`src/rtl/mult_result_accumulator.sv`:
```
// mult_result_accumulator
// Accumulates completed products from the shift-and-add multiplier into a
// wide unsigned sum. A product is taken on each rising edge of done_i. After
// N_TERMS products the sum is frozen and offered on a valid/ready handshake.
//
// Ports:
//   clk_i       clock, rising edge
//   rst_i       synchronous active-high reset
//   prod_i      multiplier product (unsigned, W_IN bits)
//   done_i      multiplier completion level; rising edge marks prod_i valid
//   clr_i       synchronous soft clear of the accumulation in progress
//   acc_rdy_i   consumer ready for the final sum
//   acc_o       running / final sum (W_ACC bits)
//   acc_vld_o   final sum valid
//   term_cnt_o  number of terms accumulated so far
//   ovf_o       sticky carry-out-of-W_ACC flag for this accumulation
//   drop_o      one-cycle pulse: product arrived while holding and was discarded
module mult_result_accumulator #(
    parameter int W_IN    = 32,
    parameter int W_ACC   = 40,
    parameter int N_TERMS = 4
) (
    input  logic               clk_i,
    input  logic               rst_i,
    input  logic [W_IN-1:0]    prod_i,
    input  logic               done_i,
    input  logic               clr_i,
    input  logic               acc_rdy_i,
    output logic [W_ACC-1:0]   acc_o,
    output logic               acc_vld_o,
    output logic [7:0]         term_cnt_o,
    output logic               ovf_o,
    output logic               drop_o
);

    localparam int         W_SUM     = W_ACC + 1;
    localparam logic [7:0] N_TERMS_C = 8'(N_TERMS);

    typedef enum logic [0:0] {
        ST_ACCUM = 1'b0,
        ST_HOLD  = 1'b1
    } state_t;

    state_t             state_r;
    state_t             state_nxt_s;
    logic               done_q_r;
    logic [W_ACC-1:0]   acc_r;
    logic [W_ACC-1:0]   acc_nxt_s;
    logic [7:0]         cnt_r;
    logic [7:0]         cnt_nxt_s;
    logic               ovf_r;
    logic               ovf_nxt_s;
    logic               drop_r;
    logic               drop_nxt_s;
    logic               take_s;
    logic               last_term_s;
    logic [W_SUM-1:0]   sum_s;
    logic [W_ACC-1:0]   prod_ext_s;

    // Rising-edge detect on done_i plus the widened add with carry-out bit.
    always_comb begin
        take_s      = done_i & ~done_q_r;
        prod_ext_s  = W_ACC'(prod_i);
        sum_s       = {1'b0, acc_r} + W_SUM'(prod_i);
        last_term_s = ((cnt_r + 8'd1) == N_TERMS_C);
    end

    // State register; clr_i is folded into the next-state logic.
    always_ff @(posedge clk_i) begin
        if (rst_i) begin
            state_r <= ST_ACCUM;
        end else begin
            state_r <= state_nxt_s;
        end
    end

    // Next-state logic.
    always_comb begin
        state_nxt_s = state_r;
        if (clr_i) begin
            state_nxt_s = ST_ACCUM;
        end else begin
            case (state_r)
                ST_ACCUM: begin
                    if (take_s && last_term_s) begin
                        state_nxt_s = ST_HOLD;
                    end else begin
                        state_nxt_s = ST_ACCUM;
                    end
                end
                ST_HOLD: begin
                    // A take during the handshake starts the next sum; with a
                    // single-term accumulation that term is already complete.
                    if (acc_rdy_i) begin
                        if (take_s && (N_TERMS_C == 8'd1)) begin
                            state_nxt_s = ST_HOLD;
                        end else begin
                            state_nxt_s = ST_ACCUM;
                        end
                    end else begin
                        state_nxt_s = ST_HOLD;
                    end
                end
                default: begin
                    state_nxt_s = ST_ACCUM;
                end
            endcase
        end
    end

    // Datapath next values: sum, term count, sticky overflow and drop pulse.
    always_comb begin
        acc_nxt_s  = acc_r;
        cnt_nxt_s  = cnt_r;
        ovf_nxt_s  = ovf_r;
        drop_nxt_s = 1'b0;
        if (clr_i) begin
            // A coincident take is silently discarded here.
            acc_nxt_s = {W_ACC{1'b0}};
            cnt_nxt_s = 8'd0;
            ovf_nxt_s = 1'b0;
        end else begin
            case (state_r)
                ST_ACCUM: begin
                    if (take_s) begin
                        acc_nxt_s = sum_s[W_ACC-1:0];
                        cnt_nxt_s = cnt_r + 8'd1;
                        ovf_nxt_s = ovf_r | sum_s[W_ACC];
                    end else begin
                        acc_nxt_s = acc_r;
                    end
                end
                ST_HOLD: begin
                    if (acc_rdy_i) begin
                        ovf_nxt_s = 1'b0;
                        if (take_s) begin
                            acc_nxt_s = prod_ext_s;
                            cnt_nxt_s = 8'd1;
                        end else begin
                            acc_nxt_s = {W_ACC{1'b0}};
                            cnt_nxt_s = 8'd0;
                        end
                    end else if (take_s) begin
                        drop_nxt_s = 1'b1;
                    end else begin
                        drop_nxt_s = 1'b0;
                    end
                end
                default: begin
                    acc_nxt_s = {W_ACC{1'b0}};
                    cnt_nxt_s = 8'd0;
                    ovf_nxt_s = 1'b0;
                end
            endcase
        end
    end

    // Datapath registers and the done_i history bit.
    always_ff @(posedge clk_i) begin
        if (rst_i) begin
            done_q_r <= 1'b0;
            acc_r    <= {W_ACC{1'b0}};
            cnt_r    <= 8'd0;
            ovf_r    <= 1'b0;
            drop_r   <= 1'b0;
        end else begin
            done_q_r <= done_i;
            acc_r    <= acc_nxt_s;
            cnt_r    <= cnt_nxt_s;
            ovf_r    <= ovf_nxt_s;
            drop_r   <= drop_nxt_s;
        end
    end

    // Outputs come straight from registers; no input-to-output path.
    always_comb begin
        acc_o      = acc_r;
        acc_vld_o  = (state_r == ST_HOLD);
        term_cnt_o = cnt_r;
        ovf_o      = ovf_r;
        drop_o     = drop_r;
    end

endmodule
```
`config.mk`:
```
export PLATFORM = sky130hd
export DESIGN_NAME = mult_result_accumulator
export DESIGN_NICKNAME = d
export VERILOG_FILES = /design/src/rtl/mult_result_accumulator.sv
export SDC_FILE = /design/constraint.sdc
export NUM_CORES = 1
export LEC_CHECK = 0
export ABC_AREA = 1
export CAP_MARGIN = 20
export CORE_MARGIN = 1.5
export CORE_UTILIZATION = 29
export CTS_CLUSTER_SIZE = 10
export DETAILED_ROUTE_END_ITERATION = 16
export HOLD_SLACK_MARGIN = 0.03
export SLEW_MARGIN = 40
export SYNTH_ARGS = -nofsm -noshare
export SYNTH_HDL_FRONTEND = slang
export SYNTH_SLANG_ARGS = --single-unit
```
`constraint.sdc`:
```
create_clock -name clk_i -period 1.8 [get_ports clk_i]
set_input_delay 0.27 -clock clk_i [delete_from_list [all_inputs] [get_ports clk_i]]
set_output_delay 0.27 -clock clk_i [all_outputs]
set_load 0.01 [all_outputs]
```
## After elaboration in Yosys (flattened, before gate mapping)

Index checks and enable logic that the tools add are counted.
W data, S select, Z words.

- $add $sub $neg: 2
- Multiply operators: 0
- Divide/modulo/power cells: 0
- Order comparisons: 0
- Equality and inequality tests: 3
- Shift operators: 0
- Multiplexer cells: 15
- Bitwise logic cells: 4
- Reductions and logical operators: 4

Operators by type and width:

| cell | number |
|---|---|
| $mux W40 | 2 |
| $pmux W40 S2 | 1 |
| $add A40 B32 Y41 | 1 |
| $mux W32 | 1 |
| $mux W8 | 2 |
| $pmux W8 S2 | 1 |
| $add A8 B1 Y8 const B | 1 |
| $eq A8 B3 Y1 const B | 1 |
| $mux W1 | 6 |
| $ne A2 B2 Y1 const B | 2 |
| $pmux W1 S2 | 2 |
| $reduce_or A4 Y1 | 1 |
| $not A1 Y1 | 2 |
| $reduce_and A2 Y1 | 1 |
| $reduce_or A2 Y1 | 1 |
| $and A1 B1 Y1 | 1 |
| $logic_and A1 B1 Y1 | 1 |
| $or A1 B1 Y1 | 1 |

- Register bits after elaboration: 52
- Latch bits: 0
- RAM bits: 0
- Bits in read-only memories: 0
- Input bits: 37
- Output and inout bits: 51
- Memories kept: 0

## Logic depth before layout (Yosys ltp)

Gate-level depths: netlist of the first run.

- Depth after elaboration: 5
- Depth in mapped cells: 16
- Mapped depth without buffers: 16

## Worst setup path before layout of the first run

Ideal clock, no wire load.

- Kind: reg-to-reg
- From: register acc_r[0], in the netlist acc_o[0]
- To: register ovf_r, in the netlist ovf_o
- Library setup time: 59 ps
- Data arrival time: 1922 ps
- Path slack: -181 ps
- Cell stages (with the launch flop): 16
- Path buffers: 0
- Period minus slack after synthesis: 1981 ps
- Path through: dfxtp_1 -> ha_1 -> inv_1 -> fa_1 -> inv_1 -> nand3_1 -> nand3_1 -> nand2_1 -> nand2_2 -> nand2_1 -> nand2_2 -> nand2_1 -> nand2_2 -> nand2_2 -> o21bai_2 -> and2_1

- Longest elaborated chain between the ends: 4

Ends and longest elaborated chain:

| element | line | source |
|---|---|---|
| from (decl) | 47 | `logic [W_ACC-1:0] acc_r;` |
| from (signal assigned) | 162 | `acc_r <= {W_ACC{1'b0}};` |
| from (signal assigned) | 168 | `acc_r <= acc_nxt_s;` |
| $add A40 B32 Y41 | 64 | `sum_s = {1'b0, acc_r} + W_SUM'(prod_i);` |
| $or A1 B1 Y1 | 128 | `ovf_nxt_s = ovf_r \| sum_s[W_ACC];` |
| $mux W1 | 125 | `if (take_s) begin` |
| $pmux W1 S2 | 123 | `case (state_r)` |
| to (signal assigned) | 170 | `ovf_r <= ovf_nxt_s;` |
| to (decl) | 51 | `logic ovf_r;` |

No other way between the ends. The select of a mux whose other input is x is not followed.
A chain may end at the register's enable or synchronous reset.

## Worst setup path in the final report of the first run

- From: register acc_r[0], in the netlist acc_o[0]
- To: register acc_r[14], in the netlist acc_o[14]

- Longest elaborated chain between the ends: 3

Ends and longest elaborated chain:

| element | line |
|---|---|
| $add A40 B32 Y41 | 64 |
| $mux W40 | 125 |
| $pmux W40 S2 | 123 |

No other way between the ends. The select of a mux whose other input is x is not followed.

==> results.py, run 1 <==
metrics = {
    "run_status": {
        "outcome": "finished, violations left",
        "violations": "setup timing",
    },
    "global_routing": {
        "track_usage_pct": 19.7,
        "grt_pass1_vias": 6019,
        "antenna_found_initial": 0,
        "grt_pass1_wl_mm": 29.2,
        "grt_max_degree": 40,
        "grt_overflow": 0,
    },
    "sta": {
        "maxClockFrequency_mhz": 526,
        "relSlewSlack_pct": 72.7,
        "setup_slack_ns": -0.101,
        "fin_skew_ns": 0.00796,
        "fin_crit_ns": 1.90,
        "setup-tns-final_ns": -0.607,
        "fin_crit_sh_pct": 106,
        "setup_viol": 15,
        "rsz0062_at_grt": "true",
        "drv_slew": 0,
        "hold_viol_final": 0,
        "tightest_slew_ns": 0.406,
    },
    "cells_and_area": {
        "drive_gt1_share_pct": 35.7,
        "layout_common_cells": "nand2_1 (235), inv_1 (139), buf_4 (120)",
        "antenna_cells": 0,
        "finalNetCount": 1184,
        "final_common_cell": "nand2_1",
        "final_util_pct": 49.3,
        "area_delta_synth_final_pct": 66.4,
        "fin_area_um2": 8530,
    },
    "worst_setup_path": {
        "reg2reg_slack_ns": -0.10,
        "cp_max_fo": 3,
        "cp_cell_sequence": "ha_4 -> inv_2 -> fa_2 -> inv_2 -> buf_4 -> buf_6 -> nand2_4 -> nand3_4 -> nand3_4 -> nand2_4 -> buf_12 -> a21oi_2 -> o21ai_1 -> a21oi_1",
        "endpoint_kind": "flip-flop",
        "max_stage_delay_ns": 0.36,
        "crit_required_ns": 2.00,
        "crit_slowest_cell": "dfxtp_4",
        "critPathLaunchType": "flip-flop",
        "crit_type": "reg2reg",
        "arrival_ns": 2.10,
    },
    "logic_synthesis": {
        "synth_top_family_by_area": "simple AND/OR/NAND/NOR gates",
        "synth_warnings": 0,
        "synth_edf_count": 0,
        "ys_types": 39,
        "syn_nets": 979,
        "synth-simple-area-share_pct": 40.5,
        "synthMuxAreaShare_pct": 0,
        "avgSynthCellArea_um2": 5.65,
        "synthAdderAreaFrac_pct": 8.69,
        "synth_xor_area_share_pct": 1.03,
        "async_reset_ff_share_pct": 0,
        "synth_area_um2": 5120,
        "ys_ff_latch": 52,
        "synth_cells": 907,
        "ys_seq_area_share_pct": 20.3,
        "synth_top_flop_cell": "dfxtp_1",
        "synth_compound_area_share_pct": 16.1,
    },
    "placed_design": {
        "hpwl_mm": 14.0,
        "port_buffers": 87,
        "gp_congestion": 0.923,
        "placed_area_um2": 7110,
    },
    "clocking": {
        "root_buffer": "clkbuf_16",
        "clkTransAtPathRegs_ns": 0.08,
        "clk_latency_ns": 0.31,
        "cts_sinks": 52,
        "cts_htree_levels": 2,
        "cts_buffers": 5,
        "cts_tree": "yes",
        "clk_path_buf_depth": 2,
    },
    "routing": {
        "drc": 0,
        "totalWireLength_mm": 18.4,
        "wl_per_cell_um": 13.7,
        "drt-initial-drc-count": 359,
        "antenna_left": 0,
        "vias": 6295,
        "via_per_inst": 4.70,
        "drt_first_pass_iters": 4,
    },
    "floorplanning": {
        "num_rows": 48,
        "start_util_pct": 29.6,
        "io_pins": 88,
        "die_y_um": 136,
        "dieArea_um2": 18500,
        "fp.dieW_um": 136,
        "coreArea_um2": 17300,
    },
    "flow_run": {
        "cap_violations": 0,
    },
    "power_and_ir_drop": {
        "leakagePower_uw": 0.00418,
        "ir_worst_vdd_mv": 0.391,
        "power.density_nw_per_um2": 439,
    },
    "min_path": {
        "hp-class": "in2reg",
    },
}
-- through the flow --
step	hold slack, ns	setup slack, ns	total power (uW)	cells
6_report	0.351	-0.101	3740	1338
5_1_grt	0.401	-0.198	3960	1338
4_1_cts	0.425	-0.0516	3620	1330
3_5_place_dp	0.490	-0.662	2350	1313
3_3_place_gp	0.487	-0.621	2350	1313
2_1_floorplan	0.342	0.0110	1830	907
-- what timing repair did --
| item | in CTS | in global routing |
|---|---|---|
| pin swaps | 25 | 48 |
| hold buffers | 0 | 0 |
| resized for setup | 142 | 156 |
| setup endpoints to repair | 34 | 34 |
| setup buffers | 9 | 12 |
-- sequential cells by signal (all words and copies together), names as in the netlist --
signal and cells:
ovf_o 1, acc_vld_o 1, acc_o 40, drop_o 1, term_cnt_o 8, done_q_r 1
-- worst max-delay path: cells and delay by family, from the launching register on --
kind                       cells  cell delay [ns]
and+or+nand+nor                4             0.32
AOI/OAI and AO/OA              3             0.22
DFF                            1             0.36
buffers and inverters          5             0.43
adders and majority gates      2             0.45
-- power breakdown --
| group | internal [uW] | total, uW | leakage [uW] | switching, uW |
|---|---|---|---|---|
| Sequential | 1190 | 1230 | 0.000436 | 35.9 |
| Clock | 539 | 1070 | 0.0000767 | 534 |
| Combinational | 664 | 1440 | 0.00367 | 781 |
-- cells by family (layout without fill, tap and decap cells) --
| family | after synthesis | in the layout |
|---|---|---|
| and+or+nand+nor | 477 | 477 |
| buffers and inverters | 177 | 383 |
| AOI/OAI and AO/OA | 160 | 160 |
| DFF | 52 | 52 |
| adders and majority gates | 35 | 35 |
| xor gates and xnor gates | 6 | 6 |
-- cells in the mapped netlist (3+ instances only) --
library cell	n	share of area (%)
nand2_1	303	22
inv_1	147	11
a21oi_1	107	10
nand3_1	55	5.4
dfxtp_1	52	20
nor2_1	46	3.4
o21ai_0	43	4.2
ha_1	34	8.3
nand2_2	16	2.0
nor2_2	13	1.6
nor3_1	10	0.98
clkbuf_1	9	0.66
inv_2	9	0.66
nand3b_1	7	1.0
nand4_1	6	0.73
or2_2	6	0.73
xor2_1	5	0.85
buf_4	4	0.59
nand3_2	4	0.78
buf_2	3	0.29
or2_1	3	0.37
-- area by class of cell --
cell class / instances / area, um2
clock inverters: 3 / 28.8
well taps: 225 / 282
clock buffers: 5 / 125
inverters: 159 / 601
multi-input cells: 678 / 4530
repair buffers: 216 / 1880
fillers: 1726 / 8770
flip-flops and latches: 52 / 1080
-- layer usage --
layer / share of wire, % / global-route usage [%] / up-vias / wire (um)
li1: - / - / 3280 / -
met1: 47 / 25.8 / 2876 / 8640
met2: 47 / 33.7 / 122 / 8720
met3: 4.1 / 3.43 / 17 / 753
met4: 1.4 / 4.55 / 0 / 258
met5: 0 / 0 / - / 0
-- worst paths after layout --
check,from,endpoint,cells past startpoint
max,acc_o[0],acc_o[14],14
min,prod_i[24],acc_o[24],3
max reg2reg,acc_o[0],acc_o[14],14
min reg2reg,acc_o[35],acc_o[35],2
Power figures use the tool's default switching activity.
==> run 2: changes to the inputs <==
--- a/config.mk
+++ b/config.mk
@@ -6,9 +6,11 @@
 export NUM_CORES = 1
 export LEC_CHECK = 0
 export ABC_AREA = 1
+export ABC_CLOCK_PERIOD_IN_PS = 1650
 export CAP_MARGIN = 20
 export CORE_MARGIN = 1.5
 export CORE_UTILIZATION = 29
+export CTS_BUF_LIST = sky130_fd_sc_hd__clkbuf_8
 export CTS_CLUSTER_SIZE = 10
 export DETAILED_ROUTE_END_ITERATION = 16
 export HOLD_SLACK_MARGIN = 0.03
==> constraint.sdc (replaced) <==
create_clock -name clk_i -period 1.65 [get_ports clk_i]
set_input_delay 0.2475 -clock clk_i [delete_from_list [all_inputs] [get_ports clk_i]]
set_output_delay 0.2475 -clock clk_i [all_outputs]
set_load 0.01 [all_outputs]
==> results.py, run 2 (synthesis results as in run 1) <==
metrics = {
    "cells_and_area": {
        "fillCellCount": 1639,
        "multi_input_comb_area_um2": 4910,
        "layout_common_cells": "nand2_1 (187), inv_1 (121), buf_4 (121)",
        "finalNetCount": 1205,
        "instances_no_fill": 1359,
        "seq_area_um2": 1100,
        "final_common_cell": "nand2_1",
        "drive_gt1_share_pct": 46.3,
        "largest_reg_flops": 40,
        "area_delta_synth_final_pct": 77.6,
        "antenna_cells": 0,
    },
    "sta": {
        "fin_skew_ns": 0.0214,
        "rsz0062_at_grt": "true",
        "setup_viol": 35,
        "drv_slew": 0,
        "fin_crit_ns": 1.97,
        "fin_crit_sh_pct": 119,
        "setup_slack_ns": -0.319,
        "tightest_slew_ns": 0.392,
        "relSlewSlack_pct": 73.8,
        "maxClockFrequency_mhz": 508,
        "hold_viol_final": 0,
    },
    "global_routing": {
        "grt_max_degree": 20,
        "antenna_found_initial": 0,
        "track_usage_pct": 20.5,
        "grt_pass1_vias": 6207,
        "grt_pass1_wl_mm": 30.2,
        "grt_overflow": 0,
    },
    "worst_setup_path": {
        "crit_type": "reg2reg",
        "critPathLaunchType": "flip-flop",
        "endpoint_kind": "flip-flop",
        "crit_required_ns": 1.91,
        "cp_max_fo": 3,
        "arrival_ns": 2.23,
    },
    "floorplanning": {
        "coreArea_um2": 17300,
        "io_pins": 88,
        "dieArea_um2": 18500,
        "num_rows": 48,
        "start_util_pct": 29.6,
        "die_y_um": 136,
        "fp.dieW_um": 136,
    },
    "placed_design": {
        "hpwl_mm": 14.1,
        "pre_cts_slack_ns": -0.749,
        "gp_congestion": 0.941,
        "dp_cells": 1321,
        "port_buffers": 87,
    },
    "power_and_ir_drop": {
        "ir_worst_vdd_mv": 0.324,
        "leakagePower_uw": 0.00457,
        "power.density_nw_per_um2": 437,
    },
    "clocking": {
        "cts_tree": "yes",
        "cts_sinks": 52,
        "cts_hold_buf": 0,
        "clk_path_buf_depth": 2,
        "cts_buffers": 5,
        "cts_htree_levels": 2,
        "root_buffer": "clkbuf_8",
        "clkTransAtPathRegs_ns": 0.12,
        "clk_latency_ns": 0.36,
    },
    "routing": {
        "drt_first_pass_iters": 5,
        "totalWireLength_mm": 19.9,
        "via_per_inst": 4.80,
        "antenna_left": 0,
        "drc": 0,
        "wl_per_cell_um": 14.7,
        "drt-initial-drc-count": 312,
        "vias": 6528,
    },
    "run_status": {
        "violations": "setup timing",
        "outcome": "finished, violations left",
    },
    "min_path": {
        "hp-class": "in2reg",
    },
    "flow_run": {
        "cap_violations": 0,
    },
}
run 2: cell types whose count changed in the layout (fill, tap and decap cells not counted), moves of 7 or more:
cell,delta
nand2_4,+18
nand2_1,-48
clkdlybuf4s50_1,-11
a21oi_2,+12
a21oi_1,-13
dlymetal6s2s_1,+7
inv_2,+16
dfxtp_2,+13
dfxtp_1,-14
nand3_1,-11
buf_6,+22
nand3_2,+10
nand2_2,+28
inv_1,-18
run 2: metrics by stage:
step	setup TNS, ns	util (%)	total power (uW)	instance area (um2)	hold WS, ns
2_1_floorplan	-0.366	-	2000	5160	0.320
3_3_place_gp	-22.85	41.4	2560	7170	0.487
3_5_place_dp	-23.51	41.4	2560	7170	0.489
4_1_cts	-3.18	48.1	3750	8320	0.347
5_1_grt	-8.40	52.6	4190	9100	0.369
6_report	-5.10	52.6	3980	9100	0.357
run 2: final cells by class:
type	instances	share of cell area, %
clock buffers	5	0.756
clock inverters	3	0.289
inverters	159	6.67
repair buffers	237	23.2
multi-input cells	678	53.9
flip-flops and latches	52	12.1
well taps	225	3.09
run 2: worst max-delay path, cell delays in order, from the launching register on:
cell     delay [ns]
dfxtp_4        0.38
ha_4           0.13
inv_2          0.04
fa_2           0.33
inv_2          0.08
nand3_2        0.08
nand3_4        0.08
buf_4          0.11
nand3_2        0.08
nand3_4        0.14
buf_6          0.11
buf_6          0.08
a21oi_1        0.05
o21ai_1        0.09
a21oi_1        0.08
run 2: power by group:
| part | total (uW) | internal, uW | switching (uW) |
|---|---|---|---|
| combinational | 1770 | 813 | 959 |
| sequential | 1340 | 1300 | 38.4 |
| clock | 872 | 312 | 560 |
| total | 3980 | 2420 | 1560 |
run 2: final timing paths:
kind	from	end	slack, ns	cells past startpoint
min reg2reg	term_cnt_o[7]	term_cnt_o[7]	0.51	2
min	prod_i[0]	acc_o[0]	0.36	3
max	acc_o[0]	acc_o[12]	-0.32	14
max reg2reg	acc_o[0]	acc_o[12]	-0.32	14
run 2: layer usage:
layer	track usage [%]	wire length, um
met5	0	0
met4	6.09	599
met3	2.91	745
met2	35.4	9610
met1	26.3	8970
run 2: repair_timing:
| item | CTS | global route |
|---|---|---|
| endpoints found under the setup margin | 41 | 52 |
| pin swaps | 77 | 102 |
| gates resized for setup | 266 | 205 |
| setup buffers | 20 | 18 |
| cloned | 0 | 0 |
==> edit: new RTL, flow settings as in run 1 <==
The parameter `W_ACC` goes from 40 to 44.
--- a/src/rtl/mult_result_accumulator.sv
+++ b/src/rtl/mult_result_accumulator.sv
@@ -19,3 +19,3 @@
     parameter int W_IN    = 32,
-    parameter int W_ACC   = 40,
+    parameter int W_ACC   = 44,
     parameter int N_TERMS = 4
Ports: changed (resized acc_o); port bits go from 88 to 92. The function was not compared with the original's and may differ.
==> edit against run 1 <==
The run still ends with setup timing left. Worst setup slack better by 0.050 ns. First-iteration DRC count is 21% lower. Design area is 0.97% higher. Synthesized cell count is 0.22% higher. Power is 0.94% higher. Count of clock-buffer cells in the layout stayed put. Routed wire length is 1.9% higher. Sequential cell count is 4 higher. Critical path depth is 1 lower. Final cell count is 0.67% higher. Synthesized area is 1.9% higher. Highest routed layer unchanged.
==> edit: results (changes against run 1) <==
• run status: complete, but fails checks, unchanged
• failing checks: setup timing, unchanged
• async set or reset register ratio after synthesis: 0%, unchanged
• Place WS: -0.641 ns, was -0.662 ns
• drt first pass iters: 5, was 4
• root buf cell: clkbuf_16, unchanged
• net switching share of the total power: 35.2%, was 36.1%
• Worst setup startpoint: prod_i[1], was acc_o[0]
• maximum count of clock buffers along a single path: 2, unchanged
• number of global-route vias before repair: 5937, was 6019
• stage delay of the slowest cell on the critical path: 0.29 ns, was 0.36 ns
• sequential cell area fraction in the yosys report: 21.5%, was 20.3%
• slowest cell on the critical path: or2_2, was dfxtp_4
• worst supply voltage drop on vdd: 0.404 mV, was 0.391 mV
• CP Max Fanout: 3, unchanged
• classification of the worst-slack hold path: in -> reg, unchanged
• GP Congestion: 0.945, was 0.923
• slack of the critical path: -0.0504 ns, was -0.101 ns
• first-pass GRT wire length: 29200 µm, about the same
• Max transition margin: 68.9%, was 72.7%
• setup clock skew after layout: 0.0107 ns, was 0.00796 ns
• share of cells above drive strength 1: 35.6%, was 35.7%
• maximum number of pins on one net before global-route repair: 29, was 40
• Crit Reg-Reg Startpoint: acc_o[0], unchanged
• input/output buffers: 91, was 87
• Nets: 1193, was 1184
• post-detailed-route via-to-cell ratio: 4.72, was 4.70
• portion of total power attributed to the clock network: 28.3%, was 28.7%
• max FFs per register: 44, was 40
• number of nets produced by synthesis: 981, was 979
• final routed wire length divided by cell count: 13.9 µm, was 13.7 µm
• clock latency on the worst-skew pair: 0.31 ns, about the same
• gate count after technology mapping: 909, was 907
• count of vias placed by the detailed router: 6362, was 6295
• Synth Flop Type: dfxtp_1, unchanged
• TritonCTS Buffers: 5, unchanged
• hold path start: prod_i[27], was prod_i[24]
• global-route usage over all layers: 19.5%, was 19.7%
• antenna fix cells: 0, unchanged
• endpoints failing setup: 10, was 15
• signal arrival time at the worst endpoint: 2.05 ns, was 2.10 ns
• Cell Pwr Density: 439 nW/µm², about the same
• most frequent cells after synthesis: 287 x nand2_1, 150 x inv_1, 102 x a21oi_1, was 303 x nand2_1, 147 x inv_1, 107 x a21oi_1
• Leakage Power: 4.08 nW, was 4.18 nW
• kind of cell adding the most delay to the critical path: simple AND/OR/NAND/NOR gates, was adder cells
• cell count after placement: 1325, was 1313
• largest cells by area after synthesis: dfxtp_1 21%, nand2_1 21%, inv_1 11%, a21oi_1 9.8%, ha_1 8.1%, was nand2_1 22%, dfxtp_1 20%, inv_1 11%, a21oi_1 10%, ha_1 8.3%
• count of distinct cell types in the synthesized netlist: 39, unchanged
• number of levels in the clock H-tree: 2, unchanged
• relative contribution of sequential cells to total power: 34.7%, was 32.8%
• total congestion overflow after global routing: 0, unchanged
• drt initial violations: 284, was 359
• half-perimeter wire length after detailed placement: 14300 µm, was 14000 µm
• cell area reported after detailed placement: 7260 µm², was 7110 µm²
• setup_tns: -0.272 ns, was -0.607 ns
[edit: cell types whose count changed in the layout (fill, tap and decap cells not counted), moves of 6 or more]
cell / before / now
nand3_2: 14 / 28
nor2_4: 15 / 9
nor2_1: 28 / 48
nand2_1: 235 / 220
nand3_1: 35 / 23
dfxtp_1: 23 / 30
[edit: per-layer routing]
| layer | vias up | global-route usage (%) | part of all wire, % |
|---|---|---|---|
| li1 | 3311 | - | - |
| met1 | 2893 | 26.2 | 48 |
| met2 | 137 | 33.6 | 47 |
| met3 | 21 | 2.54 | 4.2 |
| met4 | 0 | 3.86 | 1.4 |
| met5 | - | 0 | 0 |
[edit: final cells by class]
| type | count | area [µm²] |
|---|---|---|
| repair buffers | 221 | 1930 |
| clock buffers | 5 | 125 |
| flip-flops and latches | 56 | 1160 |
| inverters | 158 | 593 |
| fillers | 1745 | 8810 |
| multi-input cells | 679 | 4500 |
| clock inverters | 3 | 22.5 |
| well taps | 225 | 282 |
[edit: path summary, 6_finish.rpt]
path / end / slack (ns) / depth (start not counted)
min: acc_o[27] / 0.33 / 3
min reg2reg: ovf_o / 0.48 / 2
max: acc_o[21] / -0.05 / 13
max reg2reg: acc_o[30] / -0.04 / 15
[edit: timing repair]
action | in CTS | in global routing
endpoints found under the setup margin | 38 | 35
hold buffers | 0 | 0
resized for setup | 118 | 173
setup buffers | 6 | 8
gates cloned | 0 | 0
pin swaps | 25 | 62
[edit: worst min-delay path: stages]
cell and delay, ns:
dlymetal6s2s_1 0.15, a21oi_1 0.08, a21oi_1 0.11
[edit: cells by family after synthesis]
logic type                 share of synthesized area, %
buffers and inverters                              12.9
xor gates and xnor gates                           1.17
adders and majority gates                          8.53
and+or+nand+nor                                    39.4
DFF                                                21.5
AOI/OAI and AO/OA                                  16.5
